**config.mk**
```make
export PLATFORM = sky130hd
export DESIGN_NAME = check_vec_ram
export DESIGN_NICKNAME = d
export VERILOG_FILES = /design/src/rtl/check_vec_ram.sv
export SDC_FILE = /design/constraint.sdc
export NUM_CORES = 1
export LEC_CHECK = 0
export CORE_MARGIN = 3
export CORE_UTILIZATION = 49
export DETAILED_ROUTE_END_ITERATION = 8
export PLACE_DENSITY = 0.71
export SLEW_MARGIN = 20
export SYNTH_ARGS = -nofsm -noshare
export SYNTH_HDL_FRONTEND = slang
export SYNTH_SLANG_ARGS = --single-unit
```
**constraint.sdc**
```tcl
create_clock -name clk -period 2.8 [get_ports clk]
set_clock_uncertainty 0.2 [all_clocks]
set_input_delay 0.56 -clock clk [delete_from_list [all_inputs] [get_ports clk]]
set_output_delay 0.56 -clock clk [all_outputs]
set_load 0.05 [all_outputs]
```
**src/rtl/check_vec_ram.sv**
```systemverilog
// Expected-vector table: one write port, one synchronous read port.
module check_vec_ram #(
  parameter int unsigned DEPTH  = 64,
  parameter int unsigned WIDTH  = 8,
  parameter int unsigned ADDR_W = $clog2(DEPTH)
) (
  input  logic              clk,
  input  logic              wr_en,
  input  logic [ADDR_W-1:0] wr_addr,
  input  logic [WIDTH-1:0]  wr_data,
  input  logic [ADDR_W-1:0] rd_addr,
  output logic [WIDTH-1:0]  rd_data
);

  logic [WIDTH-1:0] mem [DEPTH];

  // Write port and registered read; contents survive reset
  always_ff @(posedge clk) begin
    if (wr_en) begin
      mem[wr_addr] <= wr_data;
    end
    rd_data <= mem[rd_addr];
  end

endmodule

```
==> impl_results.md, run 1 <==
* Status: finished, final reports clean
* Number of synthesized register bits at 520
* Met3 usage at 3.83%
* HPWL Detailed at 28400 µm
* Max Cap Violations at 0
* Setup Buffers After CTS at 0
* Critical path launch point type: flip-flop
* Worst-skew pair later-pin latency at 590 ps
* DR vias/cell at 6.00
* Netlist Area Pre-Place at 0.0202 mm²
* Max Root-Sink Buffers at 3
* Count of final setup violators at 0
* Ys Warns at 0
* Critical Path RT at 2040 ps
* Avg Cell Area, Syn at 21.5 µm²
* RSZ-0062 raised after global routing: false
* Vias at 10075
* Routed Antenna Nets at 0
* Slowest stage cell, crit path: clkdlybuf4s50_1
* GRT Residual Overflow at 0
* Multi-input logic area at 0.00432 mm²
* Sw Pwr at 3.38 mW
* Max Transition Viols Final at 0
* Drt total wl at 44600 µm
* Syn nets at 962
* Switching Fraction at 20.8%
* Rel. slew slack at 51.8%
* I/O Pins at 30
* R2R cell count at 5
* Worst Setup Path Type: reg -> out
* Internal power at 12.9 mW
* Busiest grt layer: met2
* CTS Hold Bufs at 0
* Slew @ Worst Pin at 724 ps
* Synth unique cells at 40
* Vias in the first global route at 10284
* Data arrival, critical path at 1850 ps
* Critical Path Fanout Max at 1
* Beginning of the worst hold path: wr_data[7]
* Crit path max-delay family: buffers and inverters
* H-tree levels at 2
* Routing usage on met1 at 30.2%
* Nets at 1135
* Leading area contributor after synthesis: edfxtp_1
* Placed Area at 0.0220 mm²
* Final Critical Period at 2610 ps
* Synth area leaders: edfxtp_1 76%, mux4_2 14%, nor2_1 1.5%
* Bufs and invs on worst path at 1
* Port Buffer Count at 29
* Area share of the leading cell type in the synthesized netlist at 76.2%
* Die Width at 209 µm
* Hold slack at 250 ps
* Place WS at -107 ps
* Worst Hold Endpoint: mem[48][7]
* Pwr Total at 16.3 mW
* Worst path cell trace: clkdlybuf4s50_1
* Initial Util at 50.2%
* Worst min-delay path category: in -> reg
* Std-Cell Core Area at 0.0402 mm²
* FF-to-FF setup slack at 570 ps
* Seq pwr share at 53.2%
* DRT Pass-1 Iters at 5
* Final Worst Setup Slack at 191 ps
* Hold Fails Final Rpt at 0
* Routability cong. at 0.858
* WHS Path Cells at 1
* Crit-path max cell delay at 840 ps
* Met2 Resource Use GR at 32.5%
* Crit path launch: rd_data[0]
* Worst VDD drop at 0.000518 V
* Ant. Diodes at 0
* Die Span Y at 209 µm
* Pleak at 7.67 nW
* Seq/Total Area, Yosys at 77.0%
* FF-to-FF Start: mem[29][6]
* Inserted Clock Buffers at 51
* RR Endpoint: rd_data[6]
* WL/cell at 26.5 µm
* Clk network pwr share at 41.0%
* Reg area at 0.0155 mm²
* Pwr per Cell Area at 686 mW/mm²
* Total GRT Usage at 20.8%
* Layout area overhead at 17.4%
* Combinational fraction of design power at 5.9%
* Fin area at 0.0237 mm²
* DRC viols at 0
* CTS tree: yes
* Initial antenna violation count at 0
* Row Count at 73
* Clk slew on worst S/H paths at 60 ps
* CTS resizes at 0
* Post-Syn Instances at 940
* Fillers at 2833
* Layout cell share with drive strength beyond 1 at 31.8%
* Largest net degree at the start of global routing at 65
* Final period util at 93.2%
* Drt initial violations at 1054
* # clock sinks at 520
* Fmax at 383 MHz
* First-pass GRT wire length at 67300 µm
* Crit end category: output pin
* Root Driver: clkbuf_16
* Die area at 0.0436 mm²
metal layers:
layer / routed length (µm) / part of all wire (%)
met1: 18300 / 41
met2: 21400 / 48
met3: 3530 / 7.9
met5: 0 / 0
met4: 1270 / 2.8
per-stage QoR:
stage	setup TNS [ps]	cells	utilization [%]
2_1_floorplan	0	940	-
6_report	0	1679	58.9
3_5_place_dp	-242	1585	54.8
5_1_grt	0	1679	58.9
4_1_cts	0	1679	58.9
3_3_place_gp	-288	1585	54.8
worst max-delay path by stage:
stage            endpoint  cells after the start
2_1_floorplan  rd_data[3]                      7
3_3_place_gp   rd_data[0]                      6
3_5_place_dp   rd_data[0]                      6
4_1_cts        rd_data[0]                      1
5_1_grt        rd_data[0]                      1
6_report       rd_data[0]                      1
cells by family after synthesis:
kind of cell           count (synthesis)  share of synthesized area [%]
flip-flops                           520                           77.0
multiplexers                         162                           15.9
AND/OR/NAND/NOR                      153                           3.39
AO/OA/AOI/OAI                         54                           2.07
buffers and inverters                 51                           1.57
sequential cells by signal (all words and copies together), names as in the netlist:
register  count
rd_data       8
mem         512
layout by cell type, fill, tap and decap left out, types with 3 or more instances in the layout:
master,count
o2111ai_1,3
clkbuf_16,52
nor3_1,7
mux4_2,126
nand3b_1,3
nand2b_1,7
o221ai_1,8
clkinv_1,7
dfxtp_1,8
nor2b_1,14
nand2_1,19
clkbuf_8,4
a22oi_1,3
a211oi_1,4
buf_2,9
bufinv_16,4
a21oi_1,3
clkinv_2,8
mux2i_1,23
buf_4,126
nand3_1,13
clkbuf_1,15
mux2_2,13
clkdlybuf4s50_1,17
o22ai_1,8
a221oi_1,6
edfxtp_1,512
o2bb2ai_1,3
buf_12,18
nor2_1,83
cell type report:
class / instances / share of cell area [%]
clock buffers: 70 / 5.91
clock inverters: 24 / 0.993
multi-input cells: 369 / 18.2
flip-flops and latches: 520 / 65.6
well taps: 525 / 2.77
repair buffers: 171 / 6.48
cells in the mapped netlist (all sizes together):
master,n
a2111oi,2
a211oi,4
a21oi,3
a221oi,6
a22oi,3
a31oi,1
and2,1
buf,34
clkbuf,17
dfxtp,8
edfxtp,512
mux2,13
mux2i,23
mux4,126
nand2,19
nand2b,7
nand3,13
nand3b,3
nand4,2
nand4b,1
nor2,83
nor2b,14
nor3,7
nor4,2
o2111ai,3
o21a,2
o21ai,4
o221a,2
o221ai,8
o22ai,8
o2bb2ai,3
o311ai,1
o32ai,2
o41ai,2
or3,1
power groups by stage:
stage	Sequential [mW]	Combinational [mW]	Clock, mW
after floorplan	8.85	0.459	0
after global placement	8.81	0.937	0
after detailed placement	8.81	0.953	0
after CTS	8.65	0.956	6.78
after global routing	8.64	1.01	7.10
final	8.64	0.951	6.66
(Power assumes the default switching activity.)
==> run 2: changes to the inputs <==
--- a/config.mk
+++ b/config.mk
@@ -6,9 +6,9 @@
 export NUM_CORES = 1
 export LEC_CHECK = 0
 export CORE_MARGIN = 3
-export CORE_UTILIZATION = 49
+export CORE_UTILIZATION = 40
 export DETAILED_ROUTE_END_ITERATION = 8
-export PLACE_DENSITY = 0.71
+export PLACE_DENSITY = 0.61
 export SLEW_MARGIN = 20
 export SYNTH_ARGS = -nofsm -noshare
 export SYNTH_HDL_FRONTEND = slang
==> run 2 against run 1 <==
Against the previous run:
- via count fell by 0.51%
- worst hold slack better by 39 ps
- cell count is 9.3% higher
- die area rose by 22%
- power rose by 1.9%
- largest cell class unchanged
- largest power group unchanged
==> impl_results.md, run 2 (synthesized netlist as in run 1, its figures left out) <==
* Largest net degree at the start of global routing at 65 (unchanged)
* Max Cap Violations at 0 (unchanged)
* Critical Path RT at 2040 ps (about the same)
* Die Width at 231 µm (was 209 µm)
* Pwr per Cell Area at 690 mW/mm² (was 686 mW/mm²)
* Root Driver: clkbuf_16 (unchanged)
* CTS resizes at 0 (unchanged)
* CTS tree: yes (unchanged)
* # clock sinks at 520 (unchanged)
* Port Buffer Count at 29 (unchanged)
* Worst VDD drop at 0.000433 V (was 0.000518 V)
* Fmax at 377 MHz (was 383 MHz)
* Crit path max-delay family: buffers and inverters (unchanged)
* DRC viols at 0 (unchanged)
* Bufs and invs on worst path at 1 (unchanged)
* CTS Hold Bufs at 0 (unchanged)
* Inserted Clock Buffers at 51 (unchanged)
* Std-Cell Core Area at 0.0494 mm² (was 0.0402 mm²)
* Non-Filler Instances at 1835 (was 1679)
* Ant. Diodes at 0 (unchanged)
* Final Critical Period at 2650 ps (was 2610 ps)
* Most frequent cells in the layout: 512 x edfxtp_1, 145 x buf_4, 126 x mux4_2, 83 x nor2_1, 53 x clkbuf_16 (was 512 x edfxtp_1, 126 x mux4_2, 126 x buf_4, 83 x nor2_1, 52 x clkbuf_16)
* Vias at 10024 (was 10075)
* Status: finished, final reports clean (unchanged)
* Total GRT Usage at 17.9% (was 20.8%)
* Commonest non-fill, non-tap cell in the layout: edfxtp_1 (unchanged)
* Biggest regs: mem x512, rd_data x8 (unchanged)
* Count of final setup violators at 0 (unchanged)
* Rel. slew slack at 51.5% (was 51.8%)
* Max reg flops at 512 (unchanged)
* First-pass GRT wire length at 69800 µm (was 67300 µm)
* Crit end category: output pin (unchanged)
* HPWL Detailed at 30200 µm (was 28400 µm)
* GRT Residual Overflow at 0 (unchanged)
* Initial Util at 40.9% (was 50.2%)
* Routed Antenna Nets at 0 (unchanged)
* Worst-skew pair later-pin latency at 580 ps (was 590 ps)
* Worst Setup Path Type: reg -> out (unchanged)
* DR vias/cell at 5.46 (was 6.00)
* Drt total wl at 46700 µm (was 44600 µm)
* Pleak at 7.78 nW (was 7.67 nW)
* Layout cell share with drive strength beyond 1 at 33.1% (was 31.8%)
* Met3 usage at 3.00% (was 3.83%)
* H-tree levels at 2 (unchanged)
* Setup Buffers After CTS at 0 (unchanged)
* Routing usage on met1 at 25.4% (was 30.2%)
* Critical Path Fanout Max at 1 (unchanged)
* Row Count at 81 (was 73)
* Drt initial violations at 1353 (was 1054)
* Die area at 0.0531 mm² (was 0.0436 mm²)
* Final Worst Setup Slack at 148 ps (was 191 ps)
* I/O Pins at 30 (unchanged)
* Max Root-Sink Buffers at 3 (unchanged)
* Layout area overhead at 19.0% (was 17.4%)
* Critical path launch point type: flip-flop (unchanged)
* Initial antenna violation count at 0 (unchanged)
* Data arrival, critical path at 1890 ps (was 1850 ps)
* Clk slew on worst S/H paths at 60 ps (about the same)
* Largest Register: mem (unchanged)
* Placed insts at 1740 (was 1585)
* Vias in the first global route at 10380 (was 10284)
* Nets at 1151 (was 1135)
* Routability cong. at 0.810 (was 0.858)
* Busiest grt layer: met2 (unchanged)
* Final core occ at 48.6% (was 58.9%)
* Hold Fails Final Rpt at 0 (unchanged)
* Final period util at 94.7% (was 93.2%)
* DRT Pass-1 Iters at 5 (unchanged)
* Met2 Resource Use GR at 28.8% (was 32.5%)
* WL/cell at 25.5 µm (was 26.5 µm)
* Die Span Y at 231 µm (was 209 µm)
* Crit-path max cell delay at 860 ps (was 840 ps)
* Slowest stage cell, crit path: clkdlybuf4s50_1 (unchanged)
* Worst min-delay path category: in -> reg (unchanged)
* Slew @ Worst Pin at 710 ps (was 724 ps)
* Worst path cell trace: clkdlybuf4s50_1 (unchanged)
* Max Transition Viols Final at 0 (unchanged)
* Place WS at -167 ps (was -107 ps)
* RSZ-0062 raised after global routing: false (unchanged)
-- run 2: cell count changes in the layout (fill, tap and decap cells not counted) --
cell | before | now
buf_4 | 126 | 145
clkinv_8 | 1 | 0
clkinv_2 | 8 | 11
clkbuf_1 | 15 | 8
clkinv_1 | 7 | 10
clkbuf_16 | 52 | 53
buf_12 | 18 | 15
bufinv_16 | 4 | 6
-- run 2: stage by stage --
| stage | power [mW] | TNS (ps) | hold WS (ps) | instance area, µm² |
|---|---|---|---|---|
| 2_1_floorplan | 9.31 | 0 | 459 | 20200 |
| 3_3_place_gp | 9.77 | -406 | 617 | 22300 |
| 3_5_place_dp | 9.79 | -501 | 645 | 22300 |
| 4_1_cts | 16.7 | 0 | 278 | 24000 |
| 5_1_grt | 17.1 | 0 | 293 | 24000 |
| 6_report | 16.6 | 0 | 289 | 24000 |
-- run 2: path summary, 6_finish.rpt --
check | startpoint | to | slack (ps) | cells past startpoint
worst min-delay path | wr_data[5] | mem[38][5] | 290 | 2
worst max-delay path | rd_data[2] | rd_data[2] | 150 | 1
worst max register to register | mem[3][3] | rd_data[3] | 480 | 5
worst min register to register | mem[30][4] | rd_data[4] | 680 | 3
-- run 2: power breakdown --
part	switching (mW)	internal [mW]
clock	2.87	4.09
combinational	0.559	0.401
sequential	0.0336	8.61
total	3.46	13.1
-- run 2: per-layer routing --
metal	part of all wire (%)	routed length, µm
met1	42	19900
met2	48	22600
met3	6.5	3060
met4	2.6	1220
met5	0	0
-- run 2: layout make-up --
class                   instances  area (µm²)
repair buffers                187        1620
clock inverters                31         305
clock buffers                  64        1400
flip-flops and latches        520       15500
well taps                     664         831
multi-input cells             369        4320
fillers                      3979       25400
==> run 3: changes to the inputs <==
--- a/config.mk
+++ b/config.mk
@@ -5,6 +5,7 @@
 export SDC_FILE = /design/constraint.sdc
 export NUM_CORES = 1
 export LEC_CHECK = 0
+export ABC_CLOCK_PERIOD_IN_PS = 2800
 export CORE_MARGIN = 3
 export CORE_UTILIZATION = 40
 export DETAILED_ROUTE_END_ITERATION = 8
==> results of run 3 <==
Final layout, timing and power as in run 2 (identical DEF).
==> RTL edit 1 (flow settings as in run 2) <==
Register the output `rd_data` once more; this adds one clock of latency there.
--- a/src/rtl/check_vec_ram.sv
+++ b/src/rtl/check_vec_ram.sv
@@ -12,6 +12,8 @@
   output logic [WIDTH-1:0]  rd_data
 );
 
+  logic [WIDTH-1:0] rd_data_s0;
+
   logic [WIDTH-1:0] mem [DEPTH];
 
   // Write port and registered read; contents survive reset
@@ -19,7 +21,11 @@
     if (wr_en) begin
       mem[wr_addr] <= wr_data;
     end
-    rd_data <= mem[rd_addr];
+    rd_data_s0 <= mem[rd_addr];
+  end
+
+  always_ff @(posedge clk) begin
+    rd_data <= rd_data_s0;
   end
 
 endmodule
Check against the original RTL: not equivalent (Yosys sat finds a counterexample within 4 cycles, from zero or initial values).
==> RTL edit 1 against run 2 <==
  * Setup slack better by 86 ps
  * Sequential share of layout area increased by 0.45 points
  * Synthesized area up 0.79%
  * Core utilization is essentially flat
  * Power up 0.24%
  * Fmax grew 3.4%
  * Sequential cell count up 8
  * Final area up 0.33%
  * Wire length decreased by 1.2%
  * Register-to-register slack better by 110 ps
  * Largest cell class unchanged
==> RTL edit 1: results (changes against run 2) <==
[grt]
antenna_found_initial=2  ; +2
grt_pass1_vias=10254  ; -1.2%
grt_usage_pct=17.6  ; -0.34 points
grt_max_degree=65  ; unchanged
grt_pass1_wl_mm=68.7  ; -1.6%

[yosys]
synth.mux.area_fraction_pct=15.8  ; -0.13 points
synth_compound_area_share_pct=2.06  ; -0.016 points
synth.area.top_cells=edfxtp_1, mux4_2, dfxtp_1, nor2_1, mux2i_1
syn-num-nets=970  ; +0.83%
synth_seq_area_share_pct=77.2  ; +0.18 points
synthTopCellsByCount=edfxtp_1, mux4_2, nor2_1, mux2i_1, nand2_1

[setup_path]
max_stage_delay_ps=830  ; -30 ps
crit_arrival_ps=1810  ; -80 ps
path_max_fanout=1  ; unchanged

[worst_hold_path]
hold_path.class=flip-flop to flip-flop

[clock_tree]
hold_buffers=0  ; unchanged
numCtsBuffers=52  ; +2.0%
cts-resized-gates=0  ; unchanged
clock_latency_ps=600  ; +20 ps

[final_layout]
layout-drive-gt1-share_pct=31.8  ; -1.3 points
n_fill_cell=4053  ; +1.9%
diodes=0  ; unchanged
fin_nets=1146  ; -0.43%
top_regs=mem x512, rd_data x8, rd_data_s0 x8

[power_and_ir_drop]
peakVddDrop_mv=0.464  ; +7.3%
p_leak_nw=7.78  ; about the same

[place]
post-place-ws_ps=-98.9  ; +68.0 ps
gp_congestion=0.819  ; +1.1%
post-dp-hpwl_mm=30.3  ; +0.27%

[drt]
drtIter0Drc=1065  ; -21%
wl_mm=46.2  ; -1.2%
drc=0  ; unchanged
viasPerCell=5.46  ; -0.13%

[outcome]
outcome=finished, final reports clean

[sta]
tightestPinTransition_ps=707  ; -3.00 ps

RTL edit 1: cell count changes after synthesis:
cell	delta
dfxtp_1	+8
RTL edit 1: path summary, 6_finish.rpt:
kind                      start            end  slack, ps  cells after the start
setup / recovery     rd_data[2]     rd_data[2]        230                      1
hold / removal    rd_data_s0[2]     rd_data[2]        140                      0
hold reg to reg   rd_data_s0[2]     rd_data[2]        140                      0
setup reg to reg     mem[17][4]  rd_data_s0[4]        590                      6
RTL edit 1: logic make-up after synthesis:
family                 count (synthesis)
AOI/OAI and AO/OA                     54
buffers and inverters                 51
DFF                                  528
muxes                                162
and+or+nand+nor                      153
RTL edit 1: layer usage:
metal,GRT usage [%],part of all wire [%]
met3,3.82,7.1
met1,25.3,43
met2,27.4,47
met4,5.07,2.5
met5,0,0.024
RTL edit 1: stage by stage:
| stage | cells | cell area (µm²) | hold slack, ps |
|---|---|---|---|
| final | 1830 | 24100 | 141 |
| after global routing | 1830 | 24100 | 129 |
| after CTS | 1830 | 24100 | 121 |
| after detailed placement | 1734 | 22400 | 125 |
| after global placement | 1734 | 22400 | 125 |
| after floorplan | 948 | 20300 | 110 |
RTL edit 1: power by group:
group | leakage (nW) | total [mW] | internal, mW | switching [mW]
combinational | 2.21 | 0.961 | 0.400 | 0.561
clock | 0.833 | 6.86 | 4.03 | 2.83
sequential | 4.74 | 8.78 | 8.74 | 0.0320
RTL edit 1: area by class of cell:
| cell class | count | area, µm² | share of cell area, % |
|---|---|---|---|
| clock buffers | 74 | 1480 | 6.13 |
| multi-input cells | 369 | 4320 | 17.9 |
| well taps | 664 | 831 | 3.45 |
| repair buffers | 173 | 1550 | 6.44 |
| clock inverters | 22 | 213 | 0.883 |
| flip-flops and latches | 528 | 15700 | 65.2 |
==> RTL edit 2 (flow settings as in run 2) <==
Without the edit above. `DEPTH`: 64 -> 32.
--- a/src/rtl/check_vec_ram.sv
+++ b/src/rtl/check_vec_ram.sv
@@ -1,6 +1,6 @@
 // Expected-vector table: one write port, one synchronous read port.
 module check_vec_ram #(
-  parameter int unsigned DEPTH  = 64,
+  parameter int unsigned DEPTH  = 32,
   parameter int unsigned WIDTH  = 8,
   parameter int unsigned ADDR_W = $clog2(DEPTH)
 ) (
Ports: changed (resized rd_addr and wr_addr); port bits go from 30 to 28. No check against the original RTL was run, so the function may have changed too.
==> RTL edit 2 against run 2 <==
  * Synthesized area fell by 50%
  * Setup slack gained 200 ps
  * Final area shrank 50%
  * Wire length down 56%
  * Power shrank 50%
  * Sequential share of layout area increased by 1.2 points
  * Sequential cell count down 256
  * Largest cell class unchanged
  * Highest routed layer unchanged
==> RTL edit 2: results (changes against run 2) <==
[yosys]
netlist_instances=417  ; -56%
syn-num-nets=437  ; -55%
synth_compound_area_share_pct=0  ; -2.1 points
synthTopCellsByCount=edfxtp_1, mux4_2, nor2_1, dfxtp_1, mux2_2

[setup_path]
startpoint=rd_data[7]
critPathCapture=rd_data[7]
r2r_setup_slack_ps=770  ; +290 ps
reg2reg_depth=3  ; -2

[grt]
grt_usage_pct=15.6  ; -2.3 points
grt_pass1_wl_mm=30.6  ; -56%
grt_pass1_vias=4651  ; -55%
grt_max_degree=47  ; -28%

[power_and_ir_drop]
p_leak_nw=3.77  ; -52%
peakVddDrop_mv=0.415  ; -4.1%

[final_layout]
top_regs=mem x256, rd_data x8
fin_nets=523  ; -55%
layout-drive-gt1-share_pct=34.1  ; +0.97 points

[sta]
tightestPinTransition_ps=517  ; -193 ps
fmax_mhz=408  ; +8.1%

[place]
placed_area_um2=11100  ; -50%
post-dp-hpwl_mm=12.5  ; -58%
io_buffers=27  ; -6.9%
post-place-ws_ps=69.4  ; +236 ps
gp_congestion=0.725  ; -10%

[outcome]
outcome=finished, final reports clean

[drt]
drtIter0Drc=461  ; -66%

-- RTL edit 2: cell types whose count changed in the layout (fill, tap and decap cells not counted), sizes merged, moves of 14 or more --
| cell | run 2 | this run |
|---|---|---|
| mux2i | 23 | 0 |
| buf | 169 | 53 |
| nor2b | 14 | 0 |
| nor2 | 83 | 33 |
| nand2 | 19 | 1 |
| edfxtp | 512 | 256 |
| clkbuf | 65 | 32 |
| mux4 | 126 | 80 |
-- RTL edit 2: how the worst min path moves through the flow --
stage	slack, ps	end
final	680	mem[17][0]
after global routing	690	mem[21][0]
after CTS	660	mem[18][0]
after detailed placement	700	rd_data[2]
after global placement	680	rd_data[2]
after floorplan	460	mem[0][0]
-- RTL edit 2: per-layer routing --
metal / GRT usage, % / wire length, µm / vias to the layer above
li1: - / - / 1950
met1: 25.4 / 9540 / 2430
met2: 22.4 / 9200 / 147
met3: 1.96 / 1210 / 25
met4: 4.27 / 397 / 0
met5: 0 / 0 / -
-- RTL edit 2: kinds of logic (layout without fill, tap and decap cells) --
logic type / Yosys count / count (layout)
DFF: 264 / 264
muxes: 88 / 88
and+or+nand+nor: 45 / 45
buffers and inverters: 20 / 125
-- RTL edit 2: power breakdown --
part	internal (mW)	switching (mW)
Combinational	0.231	0.291
Sequential	4.39	0.0177
Clock	2.03	1.38
Total	6.65	1.69
-- RTL edit 2: area by class of cell --
cell class,count,area share [%]
repair buffers,78,6.05
clock buffers,32,5.83
clock inverters,15,1.20
multi-input cells,133,17.6
well taps,324,3.40
flip-flops and latches,264,65.9
